<file path="config.mk">
export PLATFORM = sky130hd
export DESIGN_NAME = lsu_mem_stage
export DESIGN_NICKNAME = d
export VERILOG_FILES = /design/src/rtl/lsu_mem_stage.sv
export SDC_FILE = /design/constraint.sdc
export NUM_CORES = 1
export LEC_CHECK = 0
export BUFFER_PORTS_ARGS = -buffer_cell sky130_fd_sc_hd__buf_4
export CORE_MARGIN = 3
export CORE_UTILIZATION = 49
export DETAILED_ROUTE_END_ITERATION = 6
export PLACE_DENSITY_LB_ADDON = 0.2
export SLEW_MARGIN = 20
export SYNTH_ARGS = -nofsm -noshare
export SYNTH_HDL_FRONTEND = slang
export SYNTH_SLANG_ARGS = --single-unit
</file>
<file path="constraint.sdc">
create_clock -name clk -period 2 [get_ports clk]
set_input_delay 0.1 -clock clk [delete_from_list [all_inputs] [get_ports clk]]
set_output_delay 0.1 -clock clk [all_outputs]
set_load 0.03 [all_outputs]
</file>
<file path="src/rtl/lsu_mem_stage.sv">
`timescale 1ns/1ps
// lsu_mem_stage: load/store unit sitting between the EX/MEM register and a
// req/ack data-memory bus. It aligns store data, generates byte strobes and
// runs one bus transaction per access, with a timeout. It also stalls the
// pipeline while the transaction is outstanding and returns the extended
// load data.
module lsu_mem_stage #(
  parameter int TIMEOUT    = 16,
  parameter int ADDR_WIDTH = 32
) (
  input  logic                  clk,
  input  logic                  rst_n,
  input  logic                  mem_read_m,
  input  logic                  mem_write_m,
  input  logic [2:0]            funct3_m,
  input  logic [ADDR_WIDTH-1:0] addr_m,
  input  logic [31:0]           wdata_m,
  output logic                  stall_m,
  output logic [31:0]           load_data_m,
  output logic                  access_err,
  output logic                  bus_err,
  output logic                  bus_req,
  output logic                  bus_we,
  output logic [ADDR_WIDTH-1:0] bus_addr,
  output logic [3:0]            bus_wstrb,
  output logic [31:0]           bus_wdata,
  input  logic [31:0]           bus_rdata,
  input  logic                  bus_ack
);

  // The counter only needs to reach TIMEOUT-1: the abort happens on the
  // edge that would have taken it to TIMEOUT.
  localparam int CW = (TIMEOUT > 1) ? $clog2(TIMEOUT) : 1;

  typedef enum logic [1:0] {
    S_IDLE,
    S_BUSY,
    S_DONE
  } state_e;

  state_e                  state_q;
  logic [CW-1:0]           cnt_q;
  logic                    bus_req_q;
  logic                    bus_we_q;
  logic [ADDR_WIDTH-1:0]   bus_addr_q;
  logic [3:0]              bus_wstrb_q;
  logic [31:0]             bus_wdata_q;
  logic [31:0]             load_data_q;
  logic                    access_err_q;
  logic                    bus_err_q;
  logic [1:0]              off_q;   // byte offset of the pending load
  logic [2:0]              f3_q;    // size/sign code of the pending load

  logic        access;
  logic        legal;
  logic        aligned;
  logic        start_ok;
  logic        start_bad;
  logic [3:0]  wstrb_d;
  logic [31:0] wdata_d;
  logic [31:0] load_data_d;
  logic [7:0]  lane_b;
  logic [15:0] lane_h;

  // Decode the incoming access: legality, alignment, strobes and lane data.
  always_comb begin
    // NOTE: every signal gets a default first so no path leaves it unassigned
    // (otherwise synthesis infers a latch).
    access  = mem_read_m | mem_write_m;
    legal   = 1'b0;
    aligned = 1'b1;
    wstrb_d = 4'b0000;
    wdata_d = 32'h0;
    if (mem_write_m) begin
      // A store wins when both read and write are flagged.
      case (funct3_m)
        3'b000: begin
          legal   = 1'b1;
          wstrb_d = 4'b0001 << addr_m[1:0];
          wdata_d = {4{wdata_m[7:0]}};
        end
        3'b001: begin
          legal   = 1'b1;
          aligned = ~addr_m[0];
          wstrb_d = 4'b0011 << {addr_m[1], 1'b0};
          wdata_d = {2{wdata_m[15:0]}};
        end
        3'b010: begin
          legal   = 1'b1;
          aligned = (addr_m[1:0] == 2'b00);
          wstrb_d = 4'b1111;
          wdata_d = wdata_m;
        end
        default: legal = 1'b0;
      endcase
    end else begin
      case (funct3_m)
        3'b000, 3'b100: legal = 1'b1;
        3'b001, 3'b101: begin
          legal   = 1'b1;
          aligned = ~addr_m[0];
        end
        3'b010: begin
          legal   = 1'b1;
          aligned = (addr_m[1:0] == 2'b00);
        end
        default: legal = 1'b0;
      endcase
    end
    start_ok  = (state_q == S_IDLE) & access & legal & aligned;
    start_bad = (state_q == S_IDLE) & access & ~(legal & aligned);
  end

  // Select and extend the returned word using the latched offset and size.
  always_comb begin
    lane_b = bus_rdata[{off_q, 3'b000} +: 8];
    lane_h = off_q[1] ? bus_rdata[31:16] : bus_rdata[15:0];
    case (f3_q[1:0])
      2'b00:   load_data_d = f3_q[2] ? {24'h0, lane_b} : {{24{lane_b[7]}}, lane_b};
      2'b01:   load_data_d = f3_q[2] ? {16'h0, lane_h} : {{16{lane_h[15]}}, lane_h};
      default: load_data_d = bus_rdata;
    endcase
  end

  // Transaction FSM with registered bus outputs and error pulses.
  always_ff @(posedge clk) begin
    // NOTE: state is written with non-blocking assignments so every register
    // samples the values from before this edge, independent of statement order.
    if (!rst_n) begin
      state_q      <= S_IDLE;
      cnt_q        <= '0;
      bus_req_q    <= 1'b0;
      bus_we_q     <= 1'b0;
      bus_addr_q   <= '0;
      bus_wstrb_q  <= 4'b0000;
      bus_wdata_q  <= 32'h0;
      load_data_q  <= 32'h0;
      access_err_q <= 1'b0;
      bus_err_q    <= 1'b0;
      off_q        <= 2'b00;
      f3_q         <= 3'b000;
    end else begin
      access_err_q <= 1'b0;
      bus_err_q    <= 1'b0;
      case (state_q)
        S_IDLE: begin
          if (start_ok) begin
            state_q     <= S_BUSY;
            cnt_q       <= '0;
            bus_req_q   <= 1'b1;
            bus_we_q    <= mem_write_m;
            bus_addr_q  <= {addr_m[ADDR_WIDTH-1:2], 2'b00};
            bus_wstrb_q <= wstrb_d;
            bus_wdata_q <= wdata_d;
            off_q       <= addr_m[1:0];
            f3_q        <= funct3_m;
          end else if (start_bad) begin
            access_err_q <= 1'b1;
            load_data_q  <= 32'h0;
          end
        end
        S_BUSY: begin
          if (bus_ack) begin
            // An ack on the final allowed cycle still counts as success.
            bus_req_q <= 1'b0;
            state_q   <= S_DONE;
            if (!bus_we_q) load_data_q <= load_data_d;
          end else if (cnt_q == CW'(TIMEOUT - 1)) begin
            bus_req_q   <= 1'b0;
            bus_err_q   <= 1'b1;
            load_data_q <= 32'h0;
            state_q     <= S_DONE;
          end else begin
            cnt_q <= cnt_q + CW'(1);
          end
        end
        S_DONE: state_q <= S_IDLE;
        default: state_q <= S_IDLE;
      endcase
    end
  end

  // Stall as soon as a good access is seen, and for the whole BUSY phase.
  assign stall_m     = start_ok | (state_q == S_BUSY);
  assign load_data_m = load_data_q;
  assign access_err  = access_err_q;
  assign bus_err     = bus_err_q;
  assign bus_req     = bus_req_q;
  assign bus_we      = bus_we_q;
  assign bus_addr    = bus_addr_q;
  assign bus_wstrb   = bus_wstrb_q;
  assign bus_wdata   = bus_wdata_q;

endmodule

</file>
==> out/results.tsv <==
stage	metric	value	unit
die	number_of_ports_placed_on_the_die_boundary	209	
timing	achievable-frequency	0.525	GHz
route	detailed_route_wire_length_per_cell	18.7	µm
clock_tree	post_cts_setup_inserts	0	
synth	synth_most_common_cell	sky130_fd_sc_hd__nand2_1	
clock_tree	clk_root_buffer_cell	sky130_fd_sc_hd__clkbuf_8	
synth	synth_sequential_area_ratio	0.427	
placed_design	dp_slack	-33.9	ps
global_routing	grt_start_max_net_pins	40	
route	drt_first_pass_iters	5	
synth	synth_top_cells_by_count	sky130_fd_sc_hd__nand2_1, sky130_fd_sc_hd__dfxtp_1, sky130_fd_sc_hd__a21oi_1, sky130_fd_sc_hd__nand3_1	
clock_tree	cts_sinks	113	
die	die_h	110	µm
pwr	power_density_over_the_cells	852	nW/µm²
global_routing	via_count_of_the_first_global_routing_pass	5993	
timing	post-route-worst-setup-slack	95.7	ps
timing	finalMaxSlewViolations	0	
critical_path	setup.worst_path.class	flop to flop	
finish	diodes	0	
synth	post_synth_mux_area_share	0.0387	
synth	ys_seq_elements	113	
die	die_area	12100	µm²
die	core.rowCount	37	
clock_tree	tritoncts	yes	
synth	synthesized_area_fraction_occupied_by_and_or_nand_nor_cells	0.208	
critical_path	timing.critical_path.arrival	2330	ps
finish	area_growth_syn_to_layout	61.3	%
pwr	leakage	0.00365	µW
clock_tree	later_pin_clock_latency_in_the_skew_report	530	ps
outcome	outcome	completed	
synth	postSynthAreaPerCell	8.53	µm²
route	viasPerCell	5.76	
timing	timing_hold_violations_final	0	
clock_tree	worst_setup_hold_path_clk_slew	60	ps
route	drt_iter0_drc	457	
global_routing	met3_usage	0.103	
global_routing	global_route.usage.total	0.323	
synth	yosys.area_share.xor_xnor	0	
global_routing	grt_first_pass_wirelength	30.2	mm
route	detail-route-antenna-nets	0	
finish	sequential_cell_area	2260	µm²
critical_path	timing.reg2reg.worst_path_depth	4	
synth	synth_top_area_share	0.427	
critical_path	worst_ep_required_time	2420	ps
timing	final.setup_skew	11.1	ps
synth	dominant_combinational_cell_family_by_area_after_synthesis	compound AO/OA/AOI/OAI gates	
critical_path	startpoint_type	flop	
timing	slew_headroom	0.449	
worst_hold_path	worst_hold_path_type	primary input to flop	
global_routing	grt_util_met1	0.381	
finish	fillerInstances	603	
timing	grt_setup_unrepaired	no	
synth	async_reset_ff_frac	0	
die	die-width	110	µm
pwr	report.power.total	7280	µW
synth	synth.cell_area	5300	µm²
synth	yosysUniqueCellTypes	60	
timing	timing.final.setup_violations	0	
synth	syn_inst	621	
placed_design	place.gp.congestion	0.949	
global_routing	gr-total-overflow	0	
die	initial_utilization	0.509	
synth	ys.warnings.count	0	
job	cap_viol_max_count	0	
placed_design	dpl.hpwl	12.3	mm
route	post-route-drc-count	0	
synth	synth_top_cell_by_area	sky130_fd_sc_hd__dfxtp_1	
synth	netlist_top_cells_area	sky130_fd_sc_hd__dfxtp_1, sky130_fd_sc_hd__nand2_1, sky130_fd_sc_hd__a21oi_1	
pwr	peakVddDrop	0.623	mV
timing	final_period_minus_worst_setup_slack	1900	ps
timing	post-route-period-util	0.952	
global_routing	antenna_violations_before_repair	0	
timing	tightest_slew	826	ps
global_routing	grt_util_met2	0.527	
finish	fin_nets	1009	
route	route.vias.total	6063	
route	postRouteWirelength	19.6	mm
synth	dominantRegCellSynth	sky130_fd_sc_hd__dfxtp_1	
finish	combined_area_of_the_multi_input_logic_cells	2790	µm²
synth	synthAdderAreaFrac	0.00236	
die	fp.coreArea	10400	µm²
timing	setup-tns-final	0	ps
global_routing	top_usage_layer	met2	
clock_tree	clockBufferDepth	2	
clock_tree	ctsHtreeMaxLevel	4	
critical_path	critical_path_peak_fanout	12	
worst_hold_path	worst_hold_path.num_cells	4	
finish	drive_above_1_share	0.327	
placed_design	port-buffer-count	206	
synth	synth-compound-area-share	0.270	
clock_tree	cts_inserted_buffers	17	
synth	number_of_enable_flip_flop_cells_after_synthesis	0	
critical_path	critPathCaptureType	flop	
[sequential cells by signal, summed over array words and instances, names as in the netlist]
register     count
load_data_m     32
bus_addr        30
bus_err          1
f3_q             3
bus_we           1
cnt_q            4
state_q          2
bus_req          1
bus_wdata       32
bus_wstrb        4
off_q            2
access_err       1
[cell families (layout without fill, tap and decap cells)]
logic type,count (synthesis),after routing
and+or+nand+nor,224,224
other,1,2
adders and majority gates,1,1
muxes,19,19
buffers and inverters,60,354
DFF,113,113
AOI/OAI and AO/OA,203,204
[worst max-delay path, cell delays in order (launching register included)]
cell                       delay [ps]
sky130_fd_sc_hd__dfxtp_1          500
sky130_fd_sc_hd__nor3b_2          260
sky130_fd_sc_hd__a22oi_1          180
sky130_fd_sc_hd__a2111o_2         570
sky130_fd_sc_hd__a311oi_1         310
[layout by cell type, fill, tap and decap left out, types with 4 or more instances in the layout]
cell type                       count
sky130_fd_sc_hd__buf_4            228
sky130_fd_sc_hd__nand2_1          121
sky130_fd_sc_hd__dfxtp_1          112
sky130_fd_sc_hd__a21oi_1           85
sky130_fd_sc_hd__dlygate4sd3_1     85
sky130_fd_sc_hd__nand3_1           34
sky130_fd_sc_hd__o21ai_0           30
sky130_fd_sc_hd__a22o_1            22
sky130_fd_sc_hd__nor2b_1           19
sky130_fd_sc_hd__clkbuf_16         16
sky130_fd_sc_hd__mux2i_1           10
sky130_fd_sc_hd__o31ai_1           10
sky130_fd_sc_hd__a311oi_2          10
sky130_fd_sc_hd__nand3b_1           9
sky130_fd_sc_hd__or3_1              9
sky130_fd_sc_hd__mux2_2             8
sky130_fd_sc_hd__o211ai_1           7
sky130_fd_sc_hd__a311oi_1           6
sky130_fd_sc_hd__and3b_1            6
sky130_fd_sc_hd__a211o_1            6
sky130_fd_sc_hd__bufinv_16          6
sky130_fd_sc_hd__inv_1              5
sky130_fd_sc_hd__clkbuf_8           5
sky130_fd_sc_hd__o2bb2ai_1          4
sky130_fd_sc_hd__nor2_1             4
sky130_fd_sc_hd__a31oi_1            4
[final timing paths]
path | slack [ps] | startpoint | end
max | 100 | off_q[0]$_SDFFE_PN0P_ | load_data_m[31]$_SDFFE_PN0P_
min | 20 | bus_rdata[12] | load_data_m[12]$_SDFFE_PN0P_
max reg2reg | 100 | off_q[0]$_SDFFE_PN0P_ | load_data_m[31]$_SDFFE_PN0P_
min reg2reg | 460 | bus_wdata[27]$_SDFFE_PN0P_ | bus_wdata[27]$_SDFFE_PN0P_
[per-stage QoR]
stage,hold WS [ps],cell area [µm²],instances,util
after floorplan,178,5300,622,-
after global placement,329,6990,935,0.671
after detailed placement,333,6990,935,0.671
after CTS,4.24,8520,1052,0.818
after global routing,36.0,8550,1053,0.820
final,22.3,8550,1053,0.820
[per-layer routing]
layer / vias up / wire length [µm]
li1: 2814 / -
met1: 2801 / 7380
met2: 378 / 9520
met3: 70 / 1970
met4: 0 / 765
met5: - / 0
[final cells by class]
type / instances / share of cell area
multi-input cells: 450 / 0.327
repair buffers: 316 / 0.307
flip-flops and latches: 113 / 0.265
clock buffers: 22 / 0.0553
clock inverters: 10 / 0.0237
well taps: 136 / 0.0199
inverters: 6 / 0.00264
[where the power goes]
part / internal [µW] / leakage, µW / switching (µW)
clock network: 2400 / 0.000331 / 1050
registers: 2360 / 0.000919 / 77.2
logic: 622 / 0.00240 / 769
[timing repair]
action                                  CTS  global route
hold buffers                             85             0
endpoints found under the setup margin    2            12
pin swaps                                 0             1
cloned                                    0             1
gates resized for setup                   1             3
hold endpoints to repair                 93             0
(Power assumes the default switching activity.)
